## src/rtl/mcu_kwin_pkg.sv

```systemverilog
// mcu_kwin_pkg: shared state encoding and index helpers for the K-row memory control unit.
package mcu_kwin_pkg;

    localparam int STATE_W = 2;

    typedef enum logic [STATE_W-1:0] {LOAD = 2'd0, RUN = 2'd1, READ = 2'd2} state_e;

    function automatic int clog2(input int v);
        int r;
        r = 0;
        while ((1 << r) < v) r++;
        return r;
    endfunction

    function automatic int mod_add(input int a, input int b, input int m);
        return (a + b) % m;
    endfunction

endpackage

```

## src/rtl/mcu_kwin_mux.sv

```systemverilog
// mcu_kwin_mux: combinational K-tap column window selector over the rotating bank ring.
module mcu_kwin_mux
    import mcu_kwin_pkg::*;
#(
    parameter int N  = 2,
    parameter int K  = 3,
    parameter int B  = 11,
    parameter int M  = N + K - 1,
    parameter int IW = clog2(M)
) (
    input  logic [M*B-1:0]   mem_data,
    input  logic [IW-1:0]    base,
    output logic [K*N*B-1:0] taps
);

    for (genvar n = 0; n < N; n++) begin : g_n
        for (genvar k = 0; k < K; k++) begin : g_k
            assign taps[(n*K+k)*B +: B] = mem_data[mod_add(int'(base), n + k, M)*B +: B];
        end
    end

endmodule

```

## src/rtl/mcu_kwin.sv

```systemverilog
// mcu_kwin: parametrised memory control unit (bank ring, conv windows, write-back, host load/readback).
// Optional macro MCU_KWIN_OUT_PIPE_EN adds one output register stage on o_DataConv, o_valid and o_Data.
module mcu_kwin
    import mcu_kwin_pkg::*;
#(
    parameter int N           = 2,
    parameter int K           = 3,
    parameter int BITS_IMAGEN = 11,
    parameter int BITS_DATA   = BITS_IMAGEN,
    parameter int BITS_ADDR   = 10
) (
    input  logic                       clk,
    input  logic                       rst,
    input  logic                       i_chblk,
    input  logic                       i_sop,
    input  logic                       i_eop,
    input  logic [BITS_DATA-1:0]       i_Data,
    input  logic [BITS_ADDR-1:0]       i_WAddr,
    input  logic [BITS_ADDR-1:0]       i_RAddr,
    input  logic [(N+K-1)*BITS_IMAGEN-1:0] i_MemData,
    input  logic [N*BITS_IMAGEN-1:0]   i_DataConv,
    output logic [K*N*BITS_IMAGEN-1:0] o_DataConv,
    output logic [BITS_DATA-1:0]       o_Data,
    output logic [N+K-2:0]             o_we,
    output logic [BITS_ADDR-1:0]       o_WAddr,
    output logic [BITS_ADDR-1:0]       o_RAddr,
    output logic [(N+K-1)*BITS_IMAGEN-1:0] o_MemData,
    output logic                       o_valid,
    output logic [1:0]                 o_state
);

    localparam int M  = N + K - 1;
    localparam int IW = clog2(M);
    localparam int B  = BITS_IMAGEN;

    state_e              state;
    logic [IW-1:0]       wr_bank, rd_base, rd_sel;
    logic                chblk_q, evt;
    logic [K*N*B-1:0]    taps, dc_s;
    logic                valid_s;
    logic [BITS_DATA-1:0] data_s;
    logic [M-1:0]        we_run;
    logic [M*B-1:0]      md_run;

    function automatic logic [IW-1:0] inc(input logic [IW-1:0] a, input int b);
        return IW'(mod_add(int'(a), b, M));
    endfunction

    assign evt     = i_chblk & ~chblk_q;
    assign o_state = state;

    mcu_kwin_mux #(.N(N), .K(K), .B(B), .M(M), .IW(IW)) u_mux (
        .mem_data (i_MemData),
        .base     (rd_base),
        .taps     (taps)
    );

    always_comb begin
        we_run = '0;
        md_run = '0;
        for (int n = 0; n < N; n++) begin
            we_run[mod_add(int'(rd_base), n, M)]        = i_sop;
            md_run[mod_add(int'(rd_base), n, M)*B +: B] = i_sop ? i_DataConv[n*B +: B] : '0;
        end
    end

    // A same-cycle chblk edge is applied before the state hand-off reads the indices.
    always_ff @(posedge clk or posedge rst) begin
        if (rst) begin
            state     <= LOAD;
            wr_bank   <= '0;
            rd_base   <= '0;
            rd_sel    <= '0;
            chblk_q   <= 1'b0;
            o_we      <= '0;
            o_MemData <= '0;
            o_WAddr   <= '0;
            o_RAddr   <= '0;
            dc_s      <= '0;
            valid_s   <= 1'b0;
            data_s    <= '0;
        end else begin
            chblk_q <= i_chblk;
            o_WAddr <= i_WAddr;
            o_RAddr <= i_RAddr;
            case (state)
                LOAD: begin
                    o_we      <= {{(M-1){1'b0}}, 1'b1} << wr_bank;
                    o_MemData <= {M{B'(i_Data)}};
                    valid_s   <= 1'b0;
                    if (evt) wr_bank <= inc(wr_bank, 1);
                    if (!i_eop && i_sop) begin
                        state   <= RUN;
                        rd_base <= inc(wr_bank, evt ? 2 : 1);
                    end
                end
                RUN: begin
                    dc_s      <= taps;
                    valid_s   <= 1'b1;
                    o_we      <= we_run;
                    o_MemData <= md_run;
                    if (evt) rd_base <= inc(rd_base, N);
                    if (i_eop) begin
                        state  <= READ;
                        rd_sel <= inc(rd_base, evt ? N : 0);
                    end
                end
                READ: begin
                    o_we      <= '0;
                    o_MemData <= '0;
                    valid_s   <= 1'b0;
                    data_s    <= BITS_DATA'(i_MemData[int'(rd_sel)*B +: B]);
                    if (evt) rd_sel <= inc(rd_sel, 1);
                    if (!i_sop && !i_eop) state <= LOAD;
                end
                default: begin
                    state     <= LOAD;
                    o_we      <= '0;
                    o_MemData <= '0;
                    valid_s   <= 1'b0;
                end
            endcase
        end
    end

`ifdef MCU_KWIN_OUT_PIPE_EN
    always_ff @(posedge clk or posedge rst) begin
        if (rst) begin
            o_DataConv <= '0;
            o_valid    <= 1'b0;
            o_Data     <= '0;
        end else begin
            o_DataConv <= dc_s;
            o_valid    <= valid_s;
            o_Data     <= data_s;
        end
    end
`else
    assign o_DataConv = dc_s;
    assign o_valid    = valid_s;
    assign o_Data     = data_s;
`endif

endmodule

```

## config.mk

```make
export PLATFORM = sky130hd
export DESIGN_NAME = mcu_kwin
export DESIGN_NICKNAME = d
export VERILOG_FILES = /design/src/rtl/mcu_kwin_pkg.sv /design/src/rtl/mcu_kwin_mux.sv /design/src/rtl/mcu_kwin.sv
export SDC_FILE = /design/constraint.sdc
export NUM_CORES = 1
export LEC_CHECK = 0
export BUFFER_PORTS_ARGS = -buffer_cell sky130_fd_sc_hd__buf_2
export CAP_MARGIN = 20
export CORE_MARGIN = 4
export CORE_UTILIZATION = 40
export DETAILED_ROUTE_END_ITERATION = 8
export PLACE_DENSITY = 0.62
export SLEW_MARGIN = 10
export SYNTH_ARGS = -nofsm -noshare
export SYNTH_HDL_FRONTEND = slang
export SYNTH_SLANG_ARGS = --single-unit
```

## constraint.sdc

```tcl
create_clock -name clk -period 7.2 [get_ports clk]
set_input_delay 0.72 -clock clk [delete_from_list [all_inputs] [get_ports clk]]
set_output_delay 0.72 -clock clk [all_outputs]
set_load 0.05 [all_outputs]
```

==> results.yml <==
synth:
  netlist.area_leader.share_pct: 30.89
  synth_top_flop_cell: "dfrtp_1"
  yosysWarnings: 0
  syn_area_mm2: 0.01077
  syn-mean-instance-area_um2: 9.525
  ys_ff_latch: 133
  yosysUniqueCellTypes: 75
  syn_nets: 1246
  netlist_instances: 1131
  synth_top_cells_by_area: "dfrtp_1 31%, mux4_2 13%, mux2i_1 9.2%"
  synth_top_cell_by_area: "dfrtp_1"
  synth_edf_count: 0
  synth.yosys.seq_area_share_pct: 30.89
  ys_async_sr_fraction_pct: 100.0
hold_path:
  worstHoldPathType: "in2async"
worst_setup_path:
  criticalPathCategory: "reg2reg"
  reg2reg_to: "o_DataConv[44]"
  reg2regPathDepth: 8
  r2r_start: "rd_base[0]"
  required_ns: 7.49
  arrival_ns: 4.15
  worst-path-max-fanout: 59
  reg2reg_slack_ns: 3.34
  worst_setup_path_end_kind: "register"
  startpoint_type: "register"
floorplanning:
  num_rows: 59
  die_h_um: 172.1
  dieArea_mm2: 0.02962
  die_w_um: 172.1
  boundaryPins: 250
  core-area_mm2: 0.02628
  initial_core_util_pct: 40.99
final_layout:
  final_cell_mix: "249 x buf_2, 148 x nand2_1, 132 x dfrtp_1"
  syn_to_final_growth_pct: 15.52
  layout_commonest_cell: "buf_2"
  nFillCells: 2522
  regArea_mm2: 0.003332
  drive_above_1_share_pct: 32.53
  fin_nets: 1387
  fin_area_mm2: 0.01244
  multi_input_area_mm2: 0.006609
drt:
  drc: 0
  num_vias: 10740
  final_antenna_net_count: 0
  drt_iter0_markers: 1373
  dr.pass1.iters: 6
  wire_per_inst_um: 27.54
  vias_per_cell: 6.627
  drt_wl_total_mm: 44.65
sta:
  rsz0062_at_grt: "false"
  post-route-period-util_pct: 53.56
  setup-violations-final: 0
  fin_crit_ns: 3.856
  hold_violations: 0
  slew_headroom_pct: 37.40
  setup_tns_ns: 0
  worst_slew_pin_slew_ns: 0.9318
  slew_violations: 0
  clock_skew_ns: 0.01114
  fmax_mhz: 259.3
clock_network:
  ctsResizeCount: 0
  cts_buffer_depth: 2
  cts_num_sinks: 133
  cts_setup_buffers: 0
  root_buffer: "clkbuf_16"
  numCtsBuffers: 17
  cts_tree: "done"
  cts_hold_buf: 0
  cts_max_level: 4
  clock_latency_ns: 0.44
  clk_pin_slew_ns: 0.07
run_status:
  status: "finished clean"
pwr:
  switching_share_pct: 56.88
  combPwrFrac_pct: 71.2
  power.leakage_nw: 5.496
  p_per_area_mw_per_mm2: 622.2
  p_total_mw: 7.743
  p_clk_share_pct: 12.3
  sequentialPowerShare_pct: 16.5
  peakVddDrop_mv: 0.4245
  switching_power_mw: 4.404
  p_int_mw: 3.338
grt:
  grt_max_degree: 70
  antenna_found_initial: 1
  grt_usage_pct: 29.72
  grt_pass1_vias: 10330
  overflow: 0
  grt_first_pass_wirelength_mm: 66.70
job:
  maxCapViolCount: 0
placed_design:
  dpl_cell_area_mm2: 0.01181
  numPortBuffers: 249
  place.gp.congestion: 1.016
  dp_hpwl_mm: 31.17
-- cells in the mapped netlist, types with 24 or more instances --
cell type and n:
a21oi_1 39, a31oi_1 24, buf_2 34, buf_4 33
clkbuf_1 58, dfrtp_1 133, mux2_2 40, mux2i_1 99
mux4_2 61, nand2_1 148, nand3_1 31, nor2_1 73
o211ai_1 25, o21ai_0 47
-- routing by layer --
layer / vias up / wire [um] / track usage [%]
met1: 5233 / 18330 / 43.23
met5: - / 0 / 0
met3: 154 / 5589 / 8.368
li1: 4540 / - / -
met2: 816 / 19050 / 42.07
met4: 0 / 1674 / 11.21
-- how the worst max path moves through the flow --
stage                    start              to
floorplan                  rst         chblk_q
global placement    rd_base[0]  o_DataConv[44]
detailed placement  rd_base[0]  o_DataConv[44]
CTS                 rd_base[0]  o_DataConv[44]
global route        rd_base[0]  o_DataConv[44]
finish              rd_base[0]  o_DataConv[44]
-- layout make-up --
| cell class | instances | area share (%) |
|---|---|---|
| Clock inverter | 15 | 1.689 |
| Antenna cell | 1 | 0.02011 |
| Tap cell | 335 | 3.368 |
| Sequential cell | 133 | 26.77 |
| Clock buffer | 17 | 3.418 |
| Inverter | 15 | 0.4927 |
| Multi-Input combinational cell | 838 | 53.11 |
| Timing Repair Buffer | 267 | 11.13 |
-- worst max-delay path, cell delays in order, from the launching register on --
cell       delay, ns
dfrtp_4         0.83
inv_2           0.15
ha_4            0.85
buf_4           0.61
mux2i_1         0.34
mux2i_1         0.17
and3_1          0.23
a2111oi_1       0.38
a21oi_1         0.11
-- state kept, by name, indices dropped and copies added, names as in the netlist, 2 cells and up --
signal      flops
o_MemData      44
rd_sel          2
o_WAddr        10
o_state         2
rd_base         2
o_RAddr        10
o_we            4
o_Data         11
o_DataConv     44
wr_bank         2
-- power by group through the flow --
stage	Combinational, mW	Sequential [mW]	Clock [mW]
2_1_floorplan	3.40	2.11	0
3_3_place_gp	5.40	1.28	0
3_5_place_dp	5.39	1.29	0
4_1_cts	5.41	1.28	0.965
5_1_grt	5.80	1.32	1.00
6_report	5.51	1.28	0.953
-- per-stage QoR --
step,util [%],std cells,hold slack (ns),worst slack (ns)
after floorplan,-,1131,0.6119,2.926
after global placement,44.88,1587,0.4553,3.428
after detailed placement,44.92,1588,0.4581,3.382
after CTS,47.34,1620,0.3636,3.368
after global routing,47.34,1620,0.3662,3.062
final,47.35,1621,0.3568,3.344
-- kinds of logic (layout without fill, tap and decap cells) --
family                   after synthesis  in the layout  synth area share (%)
other                                  0              1                     0
adder cells (fa/ha/maj)               13             13                 1.510
multiplexers                         204            204                 26.83
AND/OR/NAND/NOR                      339            339                 14.27
flip-flops                           133            133                 30.89
buffers and inverters                160            314                 7.921
XOR/XNOR                               6              6                0.5575
AO/OA/AOI/OAI                        276            276                 18.01
Note: power is estimated with default switching activity, not from simulation.
